**config.mk**
```make
export PLATFORM = sky130hd
export DESIGN_NAME = uart_tx_arbiter
export DESIGN_NICKNAME = d
export VERILOG_FILES = /design/src/rtl/uart_tx_arbiter.sv
export SDC_FILE = /design/constraint.sdc
export NUM_CORES = 1
export LEC_CHECK = 0
export BUFFER_PORTS_ARGS = -buffer_cell sky130_fd_sc_hd__buf_4
export CAP_MARGIN = 20
export CORE_MARGIN = 2
export CORE_UTILIZATION = 50
export CTS_CLUSTER_SIZE = 8
export DETAILED_ROUTE_END_ITERATION = 12
export PLACE_DENSITY_LB_ADDON = 0.2
export REMOVE_ABC_BUFFERS = 1
export SYNTH_ARGS = -nofsm -noshare
export SYNTH_HDL_FRONTEND = slang
export SYNTH_SLANG_ARGS = --single-unit
```
**constraint.sdc**
```tcl
create_clock -name clk -period 4.8 [get_ports clk]
set_input_delay 0.48 -clock clk [delete_from_list [all_inputs] [get_ports clk]]
set_output_delay 0.48 -clock clk [all_outputs]
set_load 0.01 [all_outputs]
```
**src/rtl/uart_tx_arbiter.sv**
```systemverilog
// Round-robin arbiter sharing one UART transmitter among NREQ byte sources.
// Define UART_ARB_TIMEOUT_EN to add a watchdog on the wait-for-tx_done state.
module uart_tx_arbiter #(
  parameter int NREQ           = 4,
  parameter int DATABITS       = 8,
  parameter int GAP_CYCLES     = 16,
  parameter int TIMEOUT_CYCLES = 65536
) (
  input  logic                     clk,
  input  logic                     reset,
  input  logic [NREQ-1:0]          req_valid,
  input  logic [NREQ*DATABITS-1:0] req_data,
  output logic [NREQ-1:0]          req_ready,
  output logic                     tx_start,
  output logic [DATABITS-1:0]      tx_data,
  input  logic                     tx_done,
  output logic [$clog2(NREQ)-1:0]  grant_id,
  output logic                     busy,
  output logic                     timeout
);

  localparam int IW = $clog2(NREQ);
  localparam int GW = (GAP_CYCLES > 1) ? $clog2(GAP_CYCLES) : 1;

  typedef enum logic [1:0] {
    IDLE,
    START,
    WAIT,
    GAP
  } state_e;

  state_e              state_q, state_d;
  logic [IW-1:0]       ptr_q, ptr_d;
  logic [IW-1:0]       grant_q, grant_d;
  logic [DATABITS-1:0] data_q, data_d;
  logic [GW-1:0]       gap_q, gap_d;

  logic [DATABITS-1:0] req_byte [NREQ];
  logic                found;
  logic [IW-1:0]       win;
  logic [IW-1:0]       cand;
  logic                wait_exit;

  always_comb begin
    for (int i = 0; i < NREQ; i++) begin
      req_byte[i] = req_data[i*DATABITS +: DATABITS];
    end
  end

  // First valid requester at or after the rotation pointer.
  always_comb begin
    found = 1'b0;
    win   = '0;
    cand  = '0;
    for (int k = 0; k < NREQ; k++) begin
      cand = IW'((int'(ptr_q) + k) % NREQ);
      if (!found && req_valid[cand]) begin
        found = 1'b1;
        win   = cand;
      end
    end
  end

  always_comb begin
    req_ready = '0;
    if (state_q == IDLE && !reset && found) begin
      req_ready[win] = 1'b1;
    end
  end

`ifdef UART_ARB_TIMEOUT_EN
  localparam int TW = $clog2(TIMEOUT_CYCLES) + 1;
  logic [TW-1:0] wd_q, wd_d;

  always_comb begin
    wd_d = '0;
    if (state_q == WAIT) begin
      wd_d = wd_q + TW'(1);
    end
  end

  assign timeout = (state_q == WAIT) && !reset && !tx_done &&
                   (wd_q == TW'(TIMEOUT_CYCLES - 1));

  always_ff @(posedge clk) begin
    if (reset) begin
      wd_q <= '0;
    end else begin
      wd_q <= wd_d;
    end
  end
`else
  assign timeout = 1'b0;
`endif

  assign wait_exit = tx_done || timeout;

  always_comb begin
    state_d = state_q;
    ptr_d   = ptr_q;
    grant_d = grant_q;
    data_d  = data_q;
    gap_d   = gap_q;
    unique case (state_q)
      IDLE: begin
        if (found) begin
          data_d  = req_byte[win];
          grant_d = win;
          ptr_d   = IW'((int'(win) + 1) % NREQ);
          state_d = START;
        end
      end
      START: state_d = WAIT;
      WAIT: begin
        if (wait_exit) begin
          if (GAP_CYCLES == 0) begin
            state_d = IDLE;
          end else begin
            state_d = GAP;
            gap_d   = GW'(GAP_CYCLES - 1);
          end
        end
      end
      GAP: begin
        if (gap_q == '0) begin
          state_d = IDLE;
        end else begin
          gap_d = gap_q - GW'(1);
        end
      end
      default: state_d = IDLE;
    endcase
  end

  always_ff @(posedge clk) begin
    if (reset) begin
      state_q <= IDLE;
      ptr_q   <= '0;
      grant_q <= '0;
      data_q  <= '0;
      gap_q   <= '0;
    end else begin
      state_q <= state_d;
      ptr_q   <= ptr_d;
      grant_q <= grant_d;
      data_q  <= data_d;
      gap_q   <= gap_d;
    end
  end

  assign tx_start = (state_q == START);
  assign busy     = (state_q != IDLE);
  assign tx_data  = data_q;
  assign grant_id = grant_q;

endmodule

```
# Yosys cells after proc, flatten, opt, wreduce, memory -nomap -nowiden

Index checks and enable logic that the tools add are counted.

Output and inout bits: 17
Register bits after elaboration: 18
Input bits: 39
Logic and storage cells: 71

Magnitude comparators: 7
Bitwise operators: 1
Muxes and demuxes: 29
Reduce and logical (&&, ||, !) cells: 17
Add/subtract/negate cells: 5
Equality and inequality tests: 7

Operators with widths:

| cell                                                                   | number |
|---|---|
| 8-bit binary-select mux with 2-bit select                              | 1 |
| 8-bit two-way mux                                                      | 2 |
| 2-bit by 3-bit < comparator with 1-bit output (second input constant)  | 5 |
| 2-bit two-way mux                                                      | 7 |
| 4-bit two-way mux                                                      | 3 |
| 1-bit two-way mux                                                      | 9 |
| 1-bit binary-select mux with 2-bit select                              | 4 |
| 2-bit != test (second input constant)                                  | 4 |
| 2-bit case mux with 4 select lines                                     | 1 |
| 4-bit case mux with 2 select lines                                     | 1 |
| 1-bit logical AND                                                      | 6 |
| 3-bit AND reduction                                                    | 2 |
| 2-bit by 1-bit adder with 2-bit output (second input constant)         | 2 |
| 2-bit adder (second input constant)                                    | 2 |
| 2-bit == test (second input constant)                                  | 2 |
| 1-bit zero test                                                        | 4 |
| 4-bit zero test                                                        | 1 |
| 2-bit nonzero test                                                     | 2 |
| 4-bit by 1-bit subtractor with 4-bit output (second input constant)    | 1 |
| 3-bit >= comparator (second input constant)                            | 1 |
| 2-bit inverter with 3-bit output                                       | 1 |
| 1-bit demux with 2-bit select                                          | 1 |
| 2-bit by 1-bit == test with 1-bit output (second input constant)       | 1 |
| 2-bit by 1-bit >= comparator with 1-bit output (second input constant) | 1 |
| 2 further kinds                                                        | 2 |

# Longest topological paths before layout

Gate-level depths: netlist of the first run.

Depth in word-level cells: 17
Gate-level depth with buffers: 8
Depth with buffers taken out: 7

# Worst setup path before layout of the first run

Ideal clock, no wire load.

Path kind: input to output
From: input req_valid[3]
To: output req_ready[3]
Stages on the path: 7
Arrival: 1.757 ns
Path buffers: 3
Path slack: 2.563 ns
Data required time: 4.320 ns
Cell sequence: inv_1 -> and3_4 -> buf_6 -> or3_1 -> buf_6 -> buf_6 -> nor3_1

Cells in the longest elaborated chain, start to end: 17
Elaborated cells between the ends (all ways): 29
Those cells by class: 2 x order compare; 19 x mux; 8 x reduce/logical

Ends and longest elaborated chain:

| item                                                                                                                                  | line | RTL |
|---|---|---|
| start: declaration                                                                                                                    | 11   | `input logic [NREQ-1:0] req_valid,` |
| 1-bit binary-select mux with 2-bit select                                                                                             | 57   | `if (!found && req_valid[cand]) begin` |
| 1-bit two-way mux (implied by the code)                                                                                               | 57   |  |
| 1-bit two-way mux                                                                                                                     | 57   |  |
| 1-bit zero test                                                                                                                       | 57   |  |
| 1-bit logical AND                                                                                                                     | 57   |  |
| 1-bit two-way mux                                                                                                                     | 57   |  |
| 1-bit zero test                                                                                                                       | 57   |  |
| 1-bit logical AND                                                                                                                     | 57   |  |
| 1-bit two-way mux                                                                                                                     | 57   |  |
| 1-bit zero test                                                                                                                       | 57   |  |
| 1-bit logical AND                                                                                                                     | 57   |  |
| 2-bit two-way mux                                                                                                                     | 57   |  |
| 2-bit by 3-bit < comparator with 1-bit output (implied by the code) or 2-bit by 1-bit >= comparator with 1-bit output (tied branches) | 67   | `req_ready[win] = 1'b1;` |
| 1-bit logical AND (implied by the code)                                                                                               | 67   |  |
| 1-bit two-way mux (implied by the code)                                                                                               | 67   |  |
| 1-bit demux with 2-bit select                                                                                                         | 67   |  |
| 4-bit two-way mux (*)                                                                                                                 | 66   | `if (state_q == IDLE && !reset && found) begin` |
| end: declaration                                                                                                                      | 13   | `output logic [NREQ-1:0] req_ready,` |

Mark *: on every way between the ends. The rest lies on a longest branch, timed or not. The select of a mux whose other input is x is not followed.

# Worst setup path in the final report of the first run

From: register ptr_q[1]
To: output req_ready[3]

Cells in the longest elaborated chain, start to end: 17
Elaborated cells between the ends (all ways): 32
Those cells by class: 3 x add/sub; 2 x order compare; 19 x mux; 8 x reduce/logical

Ends and longest elaborated chain:

| item                                                                                   | line | RTL |
|---|---|---|
| start: declaration                                                                     | 33   | `logic [IW-1:0] ptr_q, ptr_d;` |
| start signal: assignment                                                               | 144  | `ptr_q <= ptr_d;` |
| branches (longest 16 deep; another with 2-bit by 3-bit < comparator with 1-bit output) | n/a  |  |
| 4-bit two-way mux (*)                                                                  | 66   |  |

Every way passes the cells marked *. The select of a mux whose other input is x is not followed.

==> results of run 1 <==
path summary, 6_finish.rpt:
kind,start,to,cells past startpoint
setup / recovery,ptr_q[1],req_ready[3],5
hold / removal,req_data[17],tx_data[1],3
setup reg to reg,ptr_q[1],tx_data[4],5
hold reg to reg,grant_id[0],grant_id[0],2
cell usage in the layout, fill, tap and decap left out, types with 6 or more instances in the layout:
cell type / synthesis / layout
buf_4: 2 / 56
a311oi_1: 8 / 8
a2111oi_2: 6 / 6
nor4b_1: 8 / 8
nand2_1: 21 / 21
o21bai_1: 8 / 8
inv_1: 9 / 9
dfxtp_1: 18 / 18
nor3_1: 6 / 6
layer usage:
metal / vias to the layer above / GRT usage, % / routed length, um
met5: - / 0 / 0
met4: 0 / 5.417 / 35
met3: 4 / 3.825 / 175
met2: 38 / 39.16 / 1450
met1: 598 / 28.74 / 1465
li1: 637 / - / -
logic make-up after synthesis:
| group | Yosys count | share of synthesized area [%] |
|---|---|---|
| AOI/OAI and AO/OA | 43 | 32.28 |
| xor gates and xnor gates | 2 | 1.378 |
| adders and majority gates | 5 | 4.921 |
| buffers and inverters | 20 | 8.464 |
| DFF | 18 | 28.35 |
| muxes | 2 | 1.575 |
| other | 1 | 0.2950 |
| and+or+nand+nor | 53 | 22.74 |
critical path, stage by stage, from the launching register on:
cell and delay [ns]:
dfxtp_1 0.39, nand2b_1 0.19, a21oi_2 0.41, or3_1 0.72
nor3_1 0.11, buf_4 0.18
power breakdown:
group	internal, mW	switching, mW	total, mW
Sequential	0.207	0.0418	0.249
Combinational	0.212	0.268	0.480
Clock	0.0461	0.0493	0.0954
flip-flops by register name, indices dropped and copies added (netlist names):
signal    count
gap_q         4
grant_id      2
ptr_q         2
state_q       2
tx_data       8
cell type report:
class                      count  area, um2
timing repair buffer          56      420.4
clock buffer                   4      36.28
multi-input combinational    106      803.3
tap                           30      37.54
fill                         207      740.7
sequential                    18      360.3
inverter                       9      33.78
metrics by stage:
stage                     instance area, um2  total power [mW]  worst slack (ns)  utilization [%]  instances
after floorplan                         1197            0.5573             2.552                -        133
after global placement                  1655            0.7149             2.301            68.06        219
after detailed placement                1655            0.7315             2.277            68.06        219
after CTS                               1692            0.8257             2.054            69.55        223
after global routing                    1692            0.8860             1.890            69.55        223
final                                   1692            0.8242             2.027            69.55        223
==> results.toml, run 1 <==
[status]
status = "complete, no violations"

[cts]
postCtsHoldBufs = 0
postCtsSetupBuffers = 0
root_buffer = "clkbuf_4"
cts_buffers = 3
cts.sinks = 18
cts.htree.levels = 1
clk-insertion-delay-late_ns = 0.29
cts_resized = 0
clk_pin_slew_ns = 0.12
cts_tree = "yes"
clock_path_buffers = 2

[place]
dp_hpwl_um = 2389
port-buffer-count = 54
gp_congestion = 0.7401

[die]
coreArea_um2 = 2432
rows = 18
die-area_um2 = 2962
initial_core_util_pct = 52.26
die_x_um = 54.42
ios = 56
die_y_um = 54.42

[detailed_routing]
drt-wirelength-per-cell_um = 14.02
antenna_left = 0
vias = 1277
drt_wl_total_um = 3127
firstDrtPassIters = 4
drt_iter0_drc = 30
via_per_inst = 5.726
post-route-drc-count = 0

[logic_synthesis]
synth-seq-area-share_pct = 28.35
synth_commonest_cells = "nand2_1, dfxtp_1, inv_1"
synth_area_leaders = "dfxtp_1, a2111oi_2, nand2_1, a311oi_1, nor4b_1"
synth.most_common_cell = "nand2_1"
synth_area_leader_cell = "dfxtp_1"
ys_ff_latch = 18
synth_edf_count = 0
synthCells = 144
ys_warn_count = 0
yosysUniqueCellTypes = 39
yosysTopAreaCellShare_pct = 28.35
synthArstFlopShare_pct = 0
syn-cell-area_um2 = 1271
avgSynthCellArea_um2 = 8.828
ys.flop_type = "dfxtp_1"

[critical_path]
criticalPathCategory = "reg -> out"
worstPathMaxFanout = 18
ff2ff_setup_slack_ns = 2.55
critPathRequiredTime_ns = 4.32
cp.arrival_ns = 2.29
crit_path_end_kind = "output pin"
start_kind = "register"

[hold_path]
hold_path.class = "in -> reg"

[sta]
finalHoldViolCount = 0
rsz0062_at_grt = "false"
whs_ns = 0.4425
fin_crit_sh_pct = 57.78
tightest_slew_ns = 0.8163
relSlewSlack_pct = 45.58
finalSetupViolCount = 0
fin_tns_setup_ns = 0
min_period_ns = 2.773
maxSlewViolCount = 0
max_freq_mhz = 360.6
clock_skew_ns = 0.01017

[global_route]
grt_pass1_vias = 1144
antenna_found_initial = 0
grt-ovfl-total = 0
grt_pass1_wl_um = 4933
grt_max_degree = 23
grt_usage_pct = 22.52

[power]
p_leak_nw = 0.7220
powerDensity_nw_per_um2 = 487.2
peakVddDrop_mv = 0.3940

[cells_and_area]
drive_above_1_share_pct = 37.82
fin_nets = 238
n_antenna_cell = 0
area_growth_syn_to_layout_pct = 33.07

[flow_run]
cap_violations = 0
No activity file was read; power rests on OpenSTA's default activity.
==> inputs of run 2 (changes only) <==
- ABC_AREA: not set -> 1
- CORE_UTILIZATION: 50 -> 44
- clock period: 4.8 -> 2.5 ns (I/O delays scaled with it)
==> results.toml, run 2 <==
[power]
p_leak_nw = 1.119
p_total_mw = 2.657
powerDensity_nw_per_um2 = 1338
peakVddDrop_mv = 0.6268

[detailed_routing]
via_per_inst = 4.777
drt_wl_total_um = 3739
post-route-drc-count = 0
antenna_left = 0
drt_iter0_drc = 53
vias = 1691
firstDrtPassIters = 4
drt-wirelength-per-cell_um = 10.56

[logic_synthesis]
synth-seq-area-share_pct = 23.96
ys.flop_type = "dfxtp_1"
ys_ff_latch = 18
synth_area_leader_cell = "dfxtp_1"
synth_commonest_cells = "nand2_1, inv_1, nand3_1"
muxShareOfSynthArea_pct = 0
synth.most_common_cell = "nand2_1"
syn-cell-area_um2 = 1504
ys_warn_count = 0
avgSynthCellArea_um2 = 5.921
synthArstFlopShare_pct = 0
synth_fa_ha_area_share_pct = 4.160
synth-simple-area-share_pct = 48.84
yosysUniqueCellTypes = 28
synthCells = 254
yosysTopAreaCellShare_pct = 23.96
synth_area_leaders = "dfxtp_1, nand2_1, nand3_1, inv_1, nor2_1"
synth_xor_area_share_pct = 1.165
synth_edf_count = 0
synth_top_family_by_area = "simple AND/OR/NAND/NOR gates"
synth_compound_area_share_pct = 7.571

[cts]
cts.sinks = 18
root_buffer = "clkbuf_4"
postCtsHoldBufs = 0
clk_pin_slew_ns = 0.12
cts_buffers = 3
cts.htree.levels = 1
clk-insertion-delay-late_ns = 0.31
clock_path_buffers = 2
cts_tree = "yes"

[die]
coreArea_um2 = 3311
die-area_um2 = 3902
rows = 21
die_x_um = 62.47
ios = 56
die_y_um = 62.47
initial_core_util_pct = 45.43

[cells_and_area]
area_growth_syn_to_layout_pct = 32.03
most-common-layout-cells = "nand2_1, buf_4, inv_1"
fin_nets = 353
largest_reg_flops = 8
n_antenna_cell = 0
drive_above_1_share_pct = 29.22
layout_commonest_cell = "nand2_1"
post-route-util_pct = 59.98
final_area_um2 = 1986

[critical_path]
cp.arrival_ns = 2.06
worstPathMaxFanout = 20
critPathRequiredTime_ns = 2.25
start_kind = "register"
crit_path_end_kind = "output pin"
path_buf_inv = 3
criticalPathCategory = "reg -> out"
crit_top_cell = "nand2_1"
critPathMaxStageDelay_ns = 0.39
path_delay_family = "simple AND/OR/NAND/NOR gates"
critical_path.cell_chain = "buf_4, nand2_1, nand2_1, nand2_1, nand2_2, nor2_4, nand3_2, nand2_4, nand2_4, buf_6, nor3_1, buf_4"
crit_slowest_cell = "dfxtp_4"

[sta]
relSlewSlack_pct = 59.81
maxSlewViolCount = 0
rsz0062_at_grt = "false"
fin_crit_sh_pct = 92.57
finalSetupViolCount = 0
fin_tns_setup_ns = 0
whs_ns = 0.2218
max_freq_mhz = 432.1
tightest_slew_ns = 0.5965
finalHoldViolCount = 0
clock_skew_ns = 0.003354
min_period_ns = 2.314

[global_route]
met3_usage_pct = 3.423
grt-ovfl-total = 0
top_usage_layer = "met2"
grt_pass1_wl_um = 6216
met2_usage_pct = 33.60
globalRouteMet1Util_pct = 24.50
grt_pass1_vias = 1490
grt_max_degree = 23
grt_usage_pct = 19.52
antenna_found_initial = 0

[flow_run]
cap_violations = 0

[status]
status = "complete, no violations"

[place]
port-buffer-count = 54
dp_hpwl_um = 2914
gp_congestion = 0.8057
postPlaceCellArea_um2 = 1917

[hold_path]
hold_path.class = "in -> reg"
## run 2: logic make-up (layout without fill, tap and decap cells)
kind of cell,Yosys count,in the layout
AOI/OAI and AO/OA,21,21
xor gates and xnor gates,2,2
adders and majority gates,5,5
buffers and inverters,43,97
DFF,18,18
other,1,1
and+or+nand+nor,164,164
## run 2: metal layers
layer,part of all wire [%],vias to the layer above
li1,-,897
met3,5.1,5
met2,47,49
met1,46,740
met4,1.3,0
met5,0,-
## run 2: what timing repair did
action	in CTS	in global routing
hold endpoints to repair	0	0
resized for setup	1	7
setup buffers	0	1
pin swaps	0	1
cloned	0	0
endpoints found under the setup margin	3	4
## run 2: path summary, 6_finish.rpt
kind                     from      endpoint  slack (ns)  cells past startpoint
setup / recovery     ptr_q[0]  req_ready[3]        0.19                     12
hold / removal          reset   grant_id[0]        0.22                      2
setup reg to reg     ptr_q[0]      ptr_q[0]        0.52                     14
hold reg to reg   grant_id[0]   grant_id[0]        0.49                      2
## run 2: layout make-up
class                           instances  area (um2)
Tap cell                               46       57.56
Fill cell                             369        1325
Multi-Input combinational cell        193       949.7
Inverter                               33       123.9
Sequential cell                        18       364.1
Timing Repair Buffer                   60       454.2
Clock buffer                            4       36.28
## run 2: stage by stage
stage | cells | setup WS (ns)
2_1_floorplan | 244 | 0.3366
3_3_place_gp | 349 | 0.3560
3_5_place_dp | 349 | 0.3246
4_1_cts | 353 | 0.06527
5_1_grt | 354 | 0.03367
6_report | 354 | 0.1858
## run 2: report_power, final
| part | switching (mW) | internal (mW) | leakage, nW | total, mW |
|---|---|---|---|---|
| combinational | 1.21 | 0.768 | 0.948 | 1.98 |
| clock | 0.106 | 0.0890 | 0.0210 | 0.195 |
| sequential | 0.0752 | 0.410 | 0.150 | 0.485 |
| total | 1.39 | 1.27 | 1.12 | 2.66 |
